File: src/rtl/dmem_arbiter.sv
// dmem_arbiter
//   Shares the single-port data memory between the cpu memory stage and a
//   secondary dma master (loader/debug/VGA). The cpu has fixed priority. A
//   starvation counter forces one dma slot after STARVE_LIMIT consecutive
//   contended cpu wins. Read data returns one cycle after the grant, and is
//   qualified by a registered per-owner valid.
//
//   Optional feature: define DMEM_ARB_PERF_EN to build the contention
//   performance counters. Without it, conflict_count and dma_win_count
//   read as zero.
//
// Ports
//   clock, reset        master clock; asynchronous active-high reset
//   cpu_*               cpu request/write-enable/address/write-data in;
//                       gnt/stall/rvalid out
//   dma_*               dma request/write-enable/address/write-data in;
//                       gnt/rvalid out
//   rdata               shared read data (equal to mem_q); qualify with *_rvalid
//   mem_*               dmem address/data/write-enable out, mem_q in
//   conflict_count      contended cycles (perf build only)
//   dma_win_count       dma grants during contention (perf build only)
module dmem_arbiter #(
  parameter int unsigned ADDR_WIDTH   = 12,
  parameter int unsigned DATA_WIDTH   = 32,
  parameter int unsigned STARVE_LIMIT = 4
) (
  input  logic                  clock,
  input  logic                  reset,
  input  logic                  cpu_req,
  input  logic                  cpu_wren,
  input  logic [ADDR_WIDTH-1:0] cpu_addr,
  input  logic [DATA_WIDTH-1:0] cpu_wdata,
  output logic                  cpu_gnt,
  output logic                  cpu_stall,
  output logic                  cpu_rvalid,
  input  logic                  dma_req,
  input  logic                  dma_wren,
  input  logic [ADDR_WIDTH-1:0] dma_addr,
  input  logic [DATA_WIDTH-1:0] dma_wdata,
  output logic                  dma_gnt,
  output logic                  dma_rvalid,
  output logic [DATA_WIDTH-1:0] rdata,
  output logic [ADDR_WIDTH-1:0] mem_address,
  output logic [DATA_WIDTH-1:0] mem_data,
  output logic                  mem_wren,
  input  logic [DATA_WIDTH-1:0] mem_q,
  output logic [31:0]           conflict_count,
  output logic [31:0]           dma_win_count
);

  logic [7:0] starveCnt;
  logic       cpuRdQ;
  logic       dmaRdQ;
  logic       forceDma;

  // A zero limit makes dma win every contended cycle. Handle it separately
  // so the counter compare never degenerates into an always-true test.
  generate
    if (STARVE_LIMIT == 0) begin : gForceAlways
      assign forceDma = dma_req;
    end else begin : gForceCnt
      assign forceDma = dma_req & (starveCnt >= 8'(STARVE_LIMIT));
    end
  endgenerate

  assign cpu_gnt    = cpu_req & ~forceDma;
  assign dma_gnt    = dma_req & ~cpu_gnt;
  assign cpu_stall  = cpu_req & ~cpu_gnt;
  assign cpu_rvalid = cpuRdQ;
  assign dma_rvalid = dmaRdQ;
  assign rdata      = mem_q;

  always_comb begin
    mem_address = '0;
    mem_data    = '0;
    mem_wren    = 1'b0;
    if (cpu_gnt) begin
      mem_address = cpu_addr;
      mem_data    = cpu_wdata;
      mem_wren    = cpu_wren;
    end else if (dma_gnt) begin
      mem_address = dma_addr;
      mem_data    = dma_wdata;
      mem_wren    = dma_wren;
    end
  end

  always_ff @(posedge clock or posedge reset) begin
    if (reset) begin
      starveCnt <= '0;
      cpuRdQ    <= 1'b0;
      dmaRdQ    <= 1'b0;
    end else begin
      // The count only survives while dma keeps asking and keeps losing.
      if (!dma_req || dma_gnt) begin
        starveCnt <= '0;
      end else if (cpu_req && cpu_gnt && starveCnt != 8'hFF) begin
        starveCnt <= starveCnt + 8'd1;
      end
      cpuRdQ <= cpu_gnt & ~cpu_wren;
      dmaRdQ <= dma_gnt & ~dma_wren;
    end
  end

`ifdef DMEM_ARB_PERF_EN
  logic [31:0] conflictCnt;
  logic [31:0] dmaWinCnt;

  always_ff @(posedge clock or posedge reset) begin
    if (reset) begin
      conflictCnt <= '0;
      dmaWinCnt   <= '0;
    end else if (cpu_req && dma_req) begin
      conflictCnt <= conflictCnt + 32'd1;
      if (dma_gnt) dmaWinCnt <= dmaWinCnt + 32'd1;
    end
  end

  assign conflict_count = conflictCnt;
  assign dma_win_count  = dmaWinCnt;
`else
  assign conflict_count = '0;
  assign dma_win_count  = '0;
`endif

endmodule

File: config.mk
export PLATFORM = sky130hd
export DESIGN_NAME = dmem_arbiter
export DESIGN_NICKNAME = d
export VERILOG_FILES = /design/src/rtl/dmem_arbiter.sv
export SDC_FILE = /design/constraint.sdc
export NUM_CORES = 1
export LEC_CHECK = 0
export BUFFER_PORTS_ARGS = -buffer_cell sky130_fd_sc_hd__buf_2
export CORE_AREA = 4 4 102 104
export DETAILED_ROUTE_END_ITERATION = 12
export DIE_AREA = 0 0 106 108
export GPL_ROUTABILITY_DRIVEN = 0
export HOLD_SLACK_MARGIN = 0.12
export SLEW_MARGIN = 5
export SYNTH_ARGS = -nofsm -noshare
export SYNTH_HDL_FRONTEND = slang
export SYNTH_SLANG_ARGS = --single-unit
File: constraint.sdc
create_clock -name clock -period 1.6 [get_ports clock]
set_input_delay 0 -clock clock [delete_from_list [all_inputs] [get_ports clock]]
set_output_delay 0 -clock clock [all_outputs]
set_load 0.02 [all_outputs]
==> impl_metrics.json <==
{
  "violations": "negative setup slack",
  "pwr-share-seq": 0.182,
  "fin_ws_ns": -0.142,
  "dr.pass1.iters": 4,
  "clock_latency_ns": 0.23,
  "critPathKind": "reg2out",
  "place_inst": 432,
  "grt_max_degree": 26,
  "portBuffers": 143,
  "pwr-share-comb": 0.651,
  "period_share": 1.09,
  "dp_hpwl_mm": 4.64,
  "path_max_fanout": 25,
  "synth_cell_type_count": 25,
  "pwr-share-clk": 0.167,
  "grt_pass1_vias": 1802,
  "outcome": "complete, but fails checks",
  "slowest_stage": "dfrtp_1",
  "yosysWarnings": 0,
  "sw_frac_of_total": 0.425,
  "synthMuxAreaShare": 0,
  "synth_compound_area_frac": 0.273,
  "skew_ns": 0.00220,
  "yosys.area_share.simple": 0.0556,
  "final_util": 0.305,
  "slowest_delay_ns": 0.39,
  "seq_area_frac_synth": 0.148,
  "cts.sinks": 10,
  "crit_chain": "nor4_4, buf_4, a22o_4, buf_12, a22o_1, buf_6",
  "postRouteAntennaNets": 0,
  "dieArea_um2": 11400,
  "drt_wl_total_mm": 7.20,
  "drive_above_1_share": 0.504,
  "fin_tns_setup_ns": -5.24,
  "grt_pass1_wl_mm": 9.57,
  "hold_violations": 0,
  "syn-mean-instance-area_um2": 8.97,
  "synth_area_leaders": "buf_4 43%, a22o_1 20%, dfrtp_1 15%, a22o_2 3.6%, buf_12 3.6%",
  "start_util": 0.177,
  "synth_fa_ha_area_frac": 0.0148,
  "routedWlPerCell_um": 14.8,
  "totalPowerFinal_mw": 1.49,
  "cp.arrival_ns": 1.74,
  "vias": 1807,
  "grt_use_total": 0.108,
  "rows": 36,
  "final_cell_mix": "98 x buf_2, 69 x conb_1, 52 x buf_6",
  "startpoint_type": "register",
  "hold_path_class": "in2reg",
  "switching_power_mw": 0.632,
  "routed_via_density": 3.72,
  "netlist_instances": 188,
  "setup_viol": 46,
  "cts_tree": "built",
  "grt_antenna_before_repair": 0,
  "fp.dieW_um": 106,
  "synth_area_leader_cell": "buf_4",
  "final_common_cell": "buf_2",
  "clk_pin_slew_worst_paths_ns": 0.04,
  "max_cap_violations": 0,
  "peakVddDrop_v": 0.000488,
  "drv_slew": 0,
  "synth_top_cell_area_share": 0.432,
  "syn_to_final_growth_pct": 72.5,
  "synth_top_family_by_area": "buffers and inverters",
  "pin_count": 272,
  "cts_root_buffer": "clkbuf_8",
  "coreArea_um2": 9550,
  "min_period_ns": 1.74,
  "globalRouteOverflowTotal": 0,
  "synthXorXnorAreaFrac": 0,
  "intPower_mw": 0.855,
  "power.density_nw_per_um2": 511,
  "nets": 483,
  "rsz0062_at_grt": "yes",
  "syn_area_um2": 1690,
  "cts_hold_buf": 35,
  "cts_buffers": 3,
  "ctsLongestPathBuffers": 2,
  "drcViolationCount": 0,
  "final_cell_count_no_fill": 486,
  "die_h_um": 108,
  "worstPathRequired_ns": 1.60,
  "end_kind": "output port",
  "h-tree-depth": 1,
  "p_leak_nw": 1.57,
  "max_freq_ghz": 0.574,
  "antenna_cells": 0,
  "drt_iter0_drc": 51,
  "ys_seq_elements": 10
}
cells in the mapped netlist:
cell,number
a22o_1,39
a22o_2,6
nand2_1,1
buf_12,3
nor2_1,2
o211a_1,1
dfrtp_1,10
nor2b_1,1
nor3b_2,1
o21ai_0,1
o21a_1,1
inv_1,4
nor3_1,4
nand3_1,2
or3_1,1
ha_1,2
buf_2,1
nor4_4,1
a21oi_1,2
conb_1,1
buf_4,97
buf_6,4
a22o_4,1
nand4_1,1
a21oi_2,1
sequential cells by signal, indices dropped and copies added (netlist names):
name / count
cpu_rvalid: 1
dma_rvalid: 1
starveCnt: 8
cells by family after synthesis:
logic type | after synthesis
fa+ha+maj | 2
other cells | 1
simple gates | 14
flops | 10
buf+inv | 109
compound gates | 52
power groups by stage:
stage | Clock (mW) | Combinational [mW] | Sequential [mW]
2_1_floorplan | 0 | 0.663 | 0.276
3_3_place_gp | 0 | 0.649 | 0.273
3_5_place_dp | 0 | 0.655 | 0.274
4_1_cts | 0.256 | 0.964 | 0.271
5_1_grt | 0.275 | 1.03 | 0.271
6_report | 0.248 | 0.968 | 0.271
worst max-delay path: cells and delay by family (launching register included):
| family | cells | cell delay [ns] |
|---|---|---|
| buffers and inverters | 3 | 0.45 |
| flip-flops | 1 | 0.39 |
| AO/OA/AOI/OAI | 2 | 0.33 |
| AND/OR/NAND/NOR | 1 | 0.32 |
routing by layer:
layer / up-vias / wire length (µm) / share of wire / track usage
li1: 835 / - / - / -
met1: 831 / 2310 / 0.32 / 0.111
met2: 141 / 4070 / 0.57 / 0.224
met3: 0 / 816 / 0.11 / 0.0322
met4: 0 / 0 / 0 / 0.00555
met5: - / 0 / 0 / 0
through the flow:
stage / setup WS, ns / hold slack, ns / instance area [µm²]
after CTS: -0.154 / 0.105 / 2890
after detailed placement: -0.336 / -0.00839 / 2060
after global routing: -0.208 / 0.106 / 2910
after global placement: -0.199 / -0.00838 / 2060
after floorplan: 0.209 / -0.160 / 1940
final: -0.142 / 0.105 / 2910
area by class of cell:
| cell class | instances | area (µm²) |
|---|---|---|
| inverters | 4 | 15.0 |
| flip-flops and latches | 10 | 251 |
| well taps | 133 | 166 |
| multi-input cells | 140 | 901 |
| clock buffers | 3 | 41.3 |
| repair buffers | 196 | 1530 |
| fillers | 1018 | 6640 |
worst paths after layout:
check / slack (ns) / from / endpoint / depth (start not counted)
max: -0.14 / starveCnt[3] / mem_data[25] / 6
min: 0.10 / dma_req / starveCnt[1] / 3
max reg2reg: 0.17 / starveCnt[0] / starveCnt[1] / 4
min reg2reg: 0.60 / starveCnt[0] / starveCnt[0] / 2
max in group asynchronous: 1.03 / reset / starveCnt[2] / 3
min in group asynchronous: 0.28 / reset / dma_rvalid / 3
what timing repair did:
item	4_1_cts	5_1_grt
gates cloned	3	0
buffers inserted	11	2
endpoints found under the hold margin	47	2
setup endpoints to repair	47	47
pin swaps	5	1
gates resized for setup	99	3
Power figures use the tool's default switching activity.
